--- config.mk ---
export PLATFORM = sky130hd
export DESIGN_NAME = reorder_buffer_flat
export DESIGN_NICKNAME = d
export VERILOG_FILES = /design/src/rtl/reorder_buffer_if.sv /design/src/rtl/reorder_buffer.sv /design/src/flat_wrapper.sv
export SDC_FILE = /design/constraint.sdc
export NUM_CORES = 1
export LEC_CHECK = 0
export CORE_MARGIN = 2
export CORE_UTILIZATION = 59
export CTS_CLUSTER_DIAMETER = 200
export DETAILED_ROUTE_END_ITERATION = 7
export PLACE_DENSITY = 0.78
export RECOVER_POWER = 25
export SLEW_MARGIN = 20
export SYNTH_ARGS = -nofsm -noshare
export SYNTH_HDL_FRONTEND = slang
export SYNTH_SLANG_ARGS = --single-unit
--- constraint.sdc ---
create_clock -name clk_in -period 3.44 [get_ports clk_in]
set_input_delay 0.688 -clock clk_in [delete_from_list [all_inputs] [get_ports clk_in]]
set_output_delay 0.688 -clock clk_in [all_outputs]
set_load 0.05 [all_outputs]
--- src/rtl/reorder_buffer_if.sv ---
// Issue, writeback, commit and status signals shared between the reorder buffer
// and its surroundings (issue stage, CDB, register file).
interface reorder_buffer_if #(
    parameter int ROB_WIDTH = 3
);
    logic                 rdy_in;
    logic                 flush_in;
    logic                 issue_valid;
    logic                 issue_has_rd;
    logic [4:0]           issue_rd;
    logic [ROB_WIDTH-1:0] issue_index;
    logic                 full;
    logic                 empty;
    logic                 wb_valid;
    logic [ROB_WIDTH-1:0] wb_index;
    logic [31:0]          wb_value;
    logic                 to_rf_valid;
    logic [4:0]           to_rf_rd;
    logic [31:0]          to_rf_wdata;
    logic [ROB_WIDTH-1:0] commit_index;

    modport master (
        output rdy_in, flush_in, issue_valid, issue_has_rd, issue_rd,
        output wb_valid, wb_index, wb_value,
        input  issue_index, full, empty,
        input  to_rf_valid, to_rf_rd, to_rf_wdata, commit_index
    );

    modport slave (
        input  rdy_in, flush_in, issue_valid, issue_has_rd, issue_rd,
        input  wb_valid, wb_index, wb_value,
        output issue_index, full, empty,
        output to_rf_valid, to_rf_rd, to_rf_wdata, commit_index
    );
endinterface

--- src/rtl/reorder_buffer.sv ---
// Circular in-order retirement queue: issue allocates at tail, the CDB marks
// entries ready, and the oldest ready entry retires into the register file.
module reorder_buffer #(
    parameter int ROB_WIDTH = 3
) (
    input  logic            clk_in,
    input  logic            rst_n_in,
    reorder_buffer_if.slave rob
);
    localparam int DEPTH = 1 << ROB_WIDTH;

    logic [DEPTH-1:0]     busy_r;
    logic [DEPTH-1:0]     ready_r;
    logic [DEPTH-1:0]     has_rd_r;
    logic [4:0]           rd_r    [DEPTH];
    logic [31:0]          value_r [DEPTH];
    logic [ROB_WIDTH-1:0] head_r;
    logic [ROB_WIDTH-1:0] tail_r;
    logic [ROB_WIDTH:0]   count_r;
    logic                 to_rf_valid_r;
    logic [4:0]           to_rf_rd_r;
    logic [31:0]          to_rf_wdata_r;
    logic [ROB_WIDTH-1:0] commit_index_r;

    logic                 full_s;
    logic                 empty_s;
    logic                 issue_ok_s;
    logic                 commit_s;

    // Status flags and the issue/commit decisions, all taken from pre-edge state
    always_comb begin
        full_s     = count_r[ROB_WIDTH];
        empty_s    = (count_r == '0);
        issue_ok_s = rob.issue_valid && !full_s;
        commit_s   = busy_r[head_r] && ready_r[head_r];
    end

    assign rob.issue_index  = tail_r;
    assign rob.full         = full_s;
    assign rob.empty        = empty_s;
    assign rob.to_rf_valid  = to_rf_valid_r;
    assign rob.to_rf_rd     = to_rf_rd_r;
    assign rob.to_rf_wdata  = to_rf_wdata_r;
    assign rob.commit_index = commit_index_r;

    // Queue state and commit port; rdy_in low freezes everything including the strobe
    always_ff @(posedge clk_in or negedge rst_n_in) begin
        if (!rst_n_in) begin
            busy_r         <= '0;
            ready_r        <= '0;
            has_rd_r       <= '0;
            head_r         <= '0;
            tail_r         <= '0;
            count_r        <= '0;
            to_rf_valid_r  <= 1'b0;
            to_rf_rd_r     <= 5'd0;
            to_rf_wdata_r  <= 32'd0;
            commit_index_r <= '0;
            for (int i = 0; i < DEPTH; i++) begin
                rd_r[i]    <= 5'd0;
                value_r[i] <= 32'd0;
            end
        end else if (rob.rdy_in) begin
            if (rob.flush_in) begin
                busy_r        <= '0;
                ready_r       <= '0;
                head_r        <= '0;
                tail_r        <= '0;
                count_r       <= '0;
                to_rf_valid_r <= 1'b0;
            end else begin
                if (rob.wb_valid && busy_r[rob.wb_index]) begin
                    ready_r[rob.wb_index] <= 1'b1;
                    value_r[rob.wb_index] <= rob.wb_value;
                end
                // Commit clears after writeback so a late result to the retiring slot cannot revive it
                if (commit_s) begin
                    busy_r[head_r]  <= 1'b0;
                    ready_r[head_r] <= 1'b0;
                    head_r          <= head_r + ROB_WIDTH'(1);
                    commit_index_r  <= head_r;
                    to_rf_valid_r   <= has_rd_r[head_r] && (rd_r[head_r] != 5'd0);
                    to_rf_rd_r      <= rd_r[head_r];
                    to_rf_wdata_r   <= value_r[head_r];
                end else begin
                    to_rf_valid_r   <= 1'b0;
                end
                if (issue_ok_s) begin
                    busy_r[tail_r]   <= 1'b1;
                    ready_r[tail_r]  <= 1'b0;
                    has_rd_r[tail_r] <= rob.issue_has_rd;
                    rd_r[tail_r]     <= rob.issue_rd;
                    tail_r           <= tail_r + ROB_WIDTH'(1);
                end
                case ({issue_ok_s, commit_s})
                    2'b10:   count_r <= count_r + (ROB_WIDTH+1)'(1);
                    2'b01:   count_r <= count_r - (ROB_WIDTH+1)'(1);
                    default: count_r <= count_r;
                endcase
            end
        end
    end
endmodule
--- src/flat_wrapper.sv ---
// flat-port wrapper written by rule: the top's interface ports become plain ports
module reorder_buffer_flat 
#(
    parameter int ROB_WIDTH = 3
)
  (clk_in, rst_n_in, rob_rdy_in, rob_flush_in, rob_issue_valid, rob_issue_has_rd, rob_issue_rd, rob_wb_valid, rob_wb_index, rob_wb_value, rob_issue_index, rob_full, rob_empty, rob_to_rf_valid, rob_to_rf_rd, rob_to_rf_wdata, rob_commit_index);
  reorder_buffer_if #(.ROB_WIDTH(ROB_WIDTH)) rob_i ();
  input  logic clk_in;
  input  logic rst_n_in;
  input wire logic [$bits(rob_i.rdy_in)-1:0] rob_rdy_in;
  input wire logic [$bits(rob_i.flush_in)-1:0] rob_flush_in;
  input wire logic [$bits(rob_i.issue_valid)-1:0] rob_issue_valid;
  input wire logic [$bits(rob_i.issue_has_rd)-1:0] rob_issue_has_rd;
  input wire logic [$bits(rob_i.issue_rd)-1:0] rob_issue_rd;
  input wire logic [$bits(rob_i.wb_valid)-1:0] rob_wb_valid;
  input wire logic [$bits(rob_i.wb_index)-1:0] rob_wb_index;
  input wire logic [$bits(rob_i.wb_value)-1:0] rob_wb_value;
  output wire logic [$bits(rob_i.issue_index)-1:0] rob_issue_index;
  output wire logic [$bits(rob_i.full)-1:0] rob_full;
  output wire logic [$bits(rob_i.empty)-1:0] rob_empty;
  output wire logic [$bits(rob_i.to_rf_valid)-1:0] rob_to_rf_valid;
  output wire logic [$bits(rob_i.to_rf_rd)-1:0] rob_to_rf_rd;
  output wire logic [$bits(rob_i.to_rf_wdata)-1:0] rob_to_rf_wdata;
  output wire logic [$bits(rob_i.commit_index)-1:0] rob_commit_index;
  assign rob_i.rdy_in = rob_rdy_in;
  assign rob_i.flush_in = rob_flush_in;
  assign rob_i.issue_valid = rob_issue_valid;
  assign rob_i.issue_has_rd = rob_issue_has_rd;
  assign rob_i.issue_rd = rob_issue_rd;
  assign rob_i.wb_valid = rob_wb_valid;
  assign rob_i.wb_index = rob_wb_index;
  assign rob_i.wb_value = rob_wb_value;
  assign rob_issue_index = rob_i.issue_index;
  assign rob_full = rob_i.full;
  assign rob_empty = rob_i.empty;
  assign rob_to_rf_valid = rob_i.to_rf_valid;
  assign rob_to_rf_rd = rob_i.to_rf_rd;
  assign rob_to_rf_wdata = rob_i.to_rf_wdata;
  assign rob_commit_index = rob_i.commit_index;
  reorder_buffer #(.ROB_WIDTH(ROB_WIDTH)) u_core (.clk_in(clk_in), .rst_n_in(rst_n_in), .rob(rob_i));
endmodule
# Word-level counts from Yosys, hierarchy flattened

Index checks and enable logic that the tools add are counted.

Register bits after elaboration: 371
Bits of input ports: 47
Output and inout bits: 46
Word-level logic and storage cells: 123

$add $sub $neg: 4
$lt $le $gt $ge: 11
Equality and inequality tests: 2
Muxes and demuxes: 48
Bitwise logic cells: 11
Reduce and logical (&&, ||, !) cells: 21

Operator list:

| kind                                                                  | count |
|---|---|
| 256-bit bitwise mux                                                   | 1 |
| 8-bit two-way mux                                                     | 13 |
| 32-bit binary-select mux with 3-bit select                            | 1 |
| 32-bit demux with 3-bit select                                        | 1 |
| 32-bit two-way mux                                                    | 3 |
| 40-bit bitwise mux                                                    | 1 |
| 8-bit AND                                                             | 3 |
| 8-bit NOT                                                             | 2 |
| 8-bit bitwise OR                                                      | 2 |
| 5-bit binary-select mux with 3-bit select                             | 1 |
| 5-bit demux with 3-bit select                                         | 1 |
| 5-bit two-way mux                                                     | 3 |
| 1-bit binary-select mux with 3-bit select                             | 4 |
| 4-bit >= comparator, second input constant                            | 3 |
| 3-bit by 4-bit < comparator with 1-bit output, second input constant  | 3 |
| 3-bit two-way mux                                                     | 4 |
| 3-bit NOT with 4-bit output                                           | 3 |
| 1-bit demux with 3-bit select                                         | 3 |
| 3-bit by 1-bit >= comparator with 1-bit output, second input constant | 3 |
| 1-bit logical AND                                                     | 9 |
| 1-bit two-way mux                                                     | 9 |
| 3-bit AND reduction                                                   | 3 |
| 8-bit bitwise mux                                                     | 1 |
| 4-bit by 1-bit < comparator with 1-bit output, second input constant  | 2 |
| 14 further kinds                                                      | 18 |

# Logic depth before layout (Yosys ltp)

Depth after elaboration: 15
Mapped depth: 12
Depth with buffers taken out: 10

# Worst setup path after synthesis

No wires, ideal clock.

Kind: reg2reg
Start: reg u_core.head_r[0]
End: reg u_core.count_r[2]
Setup time: 0.104 ns
Arrival: 2.952 ns
Required time: 3.336 ns
Path slack: 0.384 ns
Stages on the path, launching flop included: 10
Path buffers: 1
Period minus slack after synthesis: 3.056 ns
Cells stage by stage: dfrtp_1 buf_6 mux2i_1 o22ai_2 o311ai_1 inv_1 ha_1 or4_1 o211a_1 o311ai_1

Word-level cells in the longest chain between the ends: 6
Elaborated cells on any way between the ends: 11
Those cells by class: eq/ne (2); mux (6); reduce/logical (3)

Ends and longest elaborated chain:

| item                                                                        | line                 | RTL |
|---|---|---|
| from (decl)                                                                 | reorder_buffer.sv:17 | `logic [ROB_WIDTH-1:0] head_r;` |
| from (signal assigned)                                                      | reorder_buffer.sv:80 | `head_r <= head_r + ROB_WIDTH'(1);` |
| 1-bit binary-select mux with 3-bit select                                   | reorder_buffer.sv:35 | `commit_s = busy_r[head_r] && ready_r[head_r];` |
| 1-bit two-way mux (not written as such)                                     | reorder_buffer.sv:35 |  |
| 1-bit logical AND (*)                                                       | reorder_buffer.sv:35 |  |
| 2-bit by 1-bit == test with 1-bit output or 2-bit == test (tied branches)   | reorder_buffer.sv:95 | `case ({issue_ok_s, commit_s})` |
| 4-bit one-hot mux with 2 select lines or 3-bit nonzero test (tied branches) | -                    |  |
| 4-bit two-way mux or 2-bit AND reduction (tied branches)                    | -                    |  |
| to (signal assigned)                                                        | reorder_buffer.sv:96 | `2'b10: count_r <= count_r + (ROB_WIDTH+1)'(1);` |
| to (signal assigned)                                                        | reorder_buffer.sv:97 | `2'b01: count_r <= count_r - (ROB_WIDTH+1)'(1);` |
| to (signal assigned)                                                        | reorder_buffer.sv:98 | `default: count_r <= count_r;` |
| to (decl)                                                                   | reorder_buffer.sv:19 | `logic [ROB_WIDTH:0] count_r;` |

Mark *: on every way between the ends. The rest lies on a longest branch, timed or not. The select of a mux whose other input is x is not followed.
A chain may end at the register's enable or synchronous reset.

# Final worst setup path

Start: reg u_core.head_r[2]
End: reg u_core.count_r[2]

Same word-level chain as after synthesis.

==> results.tsv <==
stage	metric	value	unit
timing	setup tns final	0	ps
timing	final hold vios	0	
routing	WL met1	17030	um
floorplan	Core Area	27630	um^2
cts	post-CTS resize count	0	
routing	top layer in use	met5	
power	Pwr per Cell Area	546.1	nW/um^2
synthesis	number of synthesized flops with an enable pin	0	
power	sw power	0.002665	W
timing	Min Clock Period, post-route	3199	ps
floorplan	Die Ht	171.2	um
cts	Max clock buf depth	3	
timing	Least-Margin Pin Slew	2647	ps
synthesis	syn_nets	1252	
placed_design	Port Buffers	92	
synthesis	Cell variety after synth	67	
setup_path	CP max FO	9	
synthesis	Synth area leader	dfrtp_1	
synthesis	Synth area leaders	dfrtp_1 (56%), mux2_2 (20%), a22oi_1 (2.9%), a221oi_1 (1.7%), a22o_1 (1.7%)	
routing	met2 WL	18990	um
synthesis	post-synth top area share	56.29	%
power	clock network fraction of design power	38.0	%
cts	CTS root buffer	clkbuf_16	
cts	H-tree levels	2	
final_layout	share of layout cells above drive strength 1	32.93	%
synthesis	post-synthesis async set-or-reset flop share	100.0	%
final_layout	post-layout util	69.94	%
floorplan	Rows	61	
outcome	status	finished, violations left	
floorplan	IO Pins	93	
floorplan	Die W	171.2	um
cts	Worst-path clk slew	60	ps
final_layout	P&R area growth vs syn	17.16	%
placed_design	GPL Wtd Cong	0.8698	
global_routing	initial antenna violation count	1	
global_routing	global-route wire length before repair	63470	um
synthesis	Warnings, synthesis	0	
cts	CTS Buf Count	39	
routing	DR vias	11050	
placed_design	post-DP HPWL	23390	um
final_layout	diode count	0	
power	Int Pwr	0.007887	W
synthesis	Synth Area per Inst	13.73	um^2
setup_path	Critical Path End Type	register	
synthesis	#FFs+latches synth	371	
timing	Clock Skews	17.53	ps
setup_path	Setup crit start	u_core.head_r[2]$_DFFE_PN0P_	
power	Static Leakage	9.309	nW
cts	Worst-Skew Late Latency	520	ps
final_layout	Reg area	9284	um^2
global_routing	largest net degree at the start of global routing	101	
power	Max VDD drop	0.0003613	V
cts	postcts setup bufs	0	
final_layout	nets@finish	1358	
routing	Final ANT Viol Nets	0	
routing	DRT iter0 DRCs	1008	
synthesis	Syn Inst Count	1201	
routing	DR pass1 iterations	5	
routing	vias per inst	6.468	
synthesis	ys flop type	dfrtp_1	
setup_path	Crit path arrival time	3610	ps
cts	CTS Hold Buffers Added	0	
cts	Clock Sinks	371	
setup_path	CP required	3850	ps
timing	fin crit share	93.01	%
min_path	min-delay worst type	register to register	
global_routing	Congestion Overflow GR	0	
timing	fin. max-slew vios	54	
synthesis	Netlist Area Pre-Place	16490	um^2
setup_path	FF-to-FF Start	u_core.head_r[2]$_DFFE_PN0P_	
power	combinational share of power	13.5	%
routing	Met3 Routed Length	2386	um
setup_path	worst setup path class	register to register	
global_routing	Total GRT Usage	27.93	%
outcome	failing checks	max-capacitance violations, max-slew violations	
timing	Max Freq	312.6	MHz
floorplan	initial core utilization	59.70	%
power	Flop pwr share	48.5	%
timing	unrepaired setup endpoints after global routing	no	
min_path	hold_sp	u_core.rob.to_rf_wdata[31]$_DFFE_PN0P_	
synthesis	sequential share of the synthesized area	56.29	%
run	Max Cap Viol	1	
timing	final setup fails	0	
synthesis	count leader, synth	dfrtp_1	
power	Sw Ratio	25.26	%
routing	total wire length	39280	um
global_routing	vias in the first global route	11290	
setup_path	startpoint types	register	
final_layout	fillers	1958	
routing	Post-route DRC	0	
cts	CTS tree	yes	
final_layout	Multi-input gate area	6808	um^2
routing	Wirelength per Cell	23.00	um
synthesis	Synth top cells by count	dfrtp_1 (371), mux2_2 (289), a22oi_1 (64)	
timing	Slew headroom	-76.48	%
floorplan	die area	29310	um^2
stage by stage:
stage          area, um^2  power [W]  setup slack [ps]  hold slack, ps  cells
5_1_grt             19320    0.01098             102.6           492.2   1708
3_5_place_dp        18120   0.006597             141.3           464.6   1644
3_3_place_gp        18120   0.006519             212.0           459.9   1644
4_1_cts             19330    0.01060             280.0           111.3   1708
2_1_floorplan       16490   0.006049             384.0           392.4   1201
6_report            19320    0.01055             240.6           473.1   1708
cells by family after synthesis:
kind of cell	synth area share [%]
buffers and inverters	2.761
muxes	23.26
xor gates and xnor gates	0.05311
adders and majority gates	0.3641
and+or+nand+nor	3.945
DFF	56.29
AOI/OAI and AO/OA	13.33
layout make-up:
type,count,share of cell area [%]
Inverter,10,0.1943
Multi-Input combinational cell,734,35.23
Sequential cell,371,48.04
Timing Repair Buffer,151,7.802
Clock inverter,8,0.3820
Clock buffer,56,5.899
Tap cell,378,2.448
sequential cells by signal, indices dropped and copies added, names as in the netlist:
register	flops
u_core.busy_r	8
u_core.count_r	4
u_core.has_rd_r	8
u_core.head_r	3
u_core.rd_r	40
u_core.ready_r	8
u_core.rob.commit_index	3
u_core.rob.issue_index	3
u_core.rob.to_rf_rd	5
u_core.rob.to_rf_valid	1
u_core.rob.to_rf_wdata	32
u_core.value_r	256
metal layers:
metal / vias to the layer above / global-route usage, %
met3: 71 / 4.487
met1: 5813 / 39.68
met2: 361 / 44.95
li1: 4801 / -
met4: 2 / 8.143
met5: - / 0
critical path: stages (launching register included):
cell      delay, ps
dfrtp_1         650
mux2i_1         460
a211oi_4        110
o311ai_1        430
inv_1            90
ha_1            370
or4_1           510
o211a_1         220
o311ai_1        260
final timing paths:
path,to,cells past startpoint,slack (ps)
hold / removal,u_core.rob.to_rf_wdata[31]$_DFFE_PN0P_,1,470
min in group asynchronous,u_core.rd_r[31]$_DFFE_PN0P_,1,1120
max in group asynchronous,u_core.value_r[81]$_DFFE_PN0P_,2,620
setup reg to reg,u_core.count_r[2]$_DFFE_PN0P_,8,240
hold reg to reg,u_core.rob.to_rf_wdata[31]$_DFFE_PN0P_,1,470
setup / recovery,u_core.count_r[2]$_DFFE_PN0P_,8,240
power groups by stage:
stage	sequential (W)	combinational [W]	clock, W
5_1_grt	0.00517	0.00155	0.00427
2_1_floorplan	0.00514	0.000904	0
3_5_place_dp	0.00518	0.00142	0
6_report	0.00512	0.00142	0.00401
4_1_cts	0.00511	0.00143	0.00406
3_3_place_gp	0.00515	0.00137	0
placed cells by master, fill, tap and decap left out, types with 7 or more instances in the layout:
cell	instances
mux4_2	10
mux2_1	21
buf_4	47
dfrtp_1	371
nor2_1	12
nand3b_1	7
a22o_1	32
mux2_2	289
a21oi_1	19
clkdlybuf4s50_1	91
buf_12	11
clkbuf_8	10
nand2_1	26
inv_1	9
o22a_1	7
a221oi_1	32
clkbuf_1	7
clkbuf_16	39
a31oi_1	36
a22oi_1	64
nor2b_1	7
mux2i_1	12
o21ai_0	18
a21o_1	36
No activity file was read; power rests on OpenSTA's default activity.
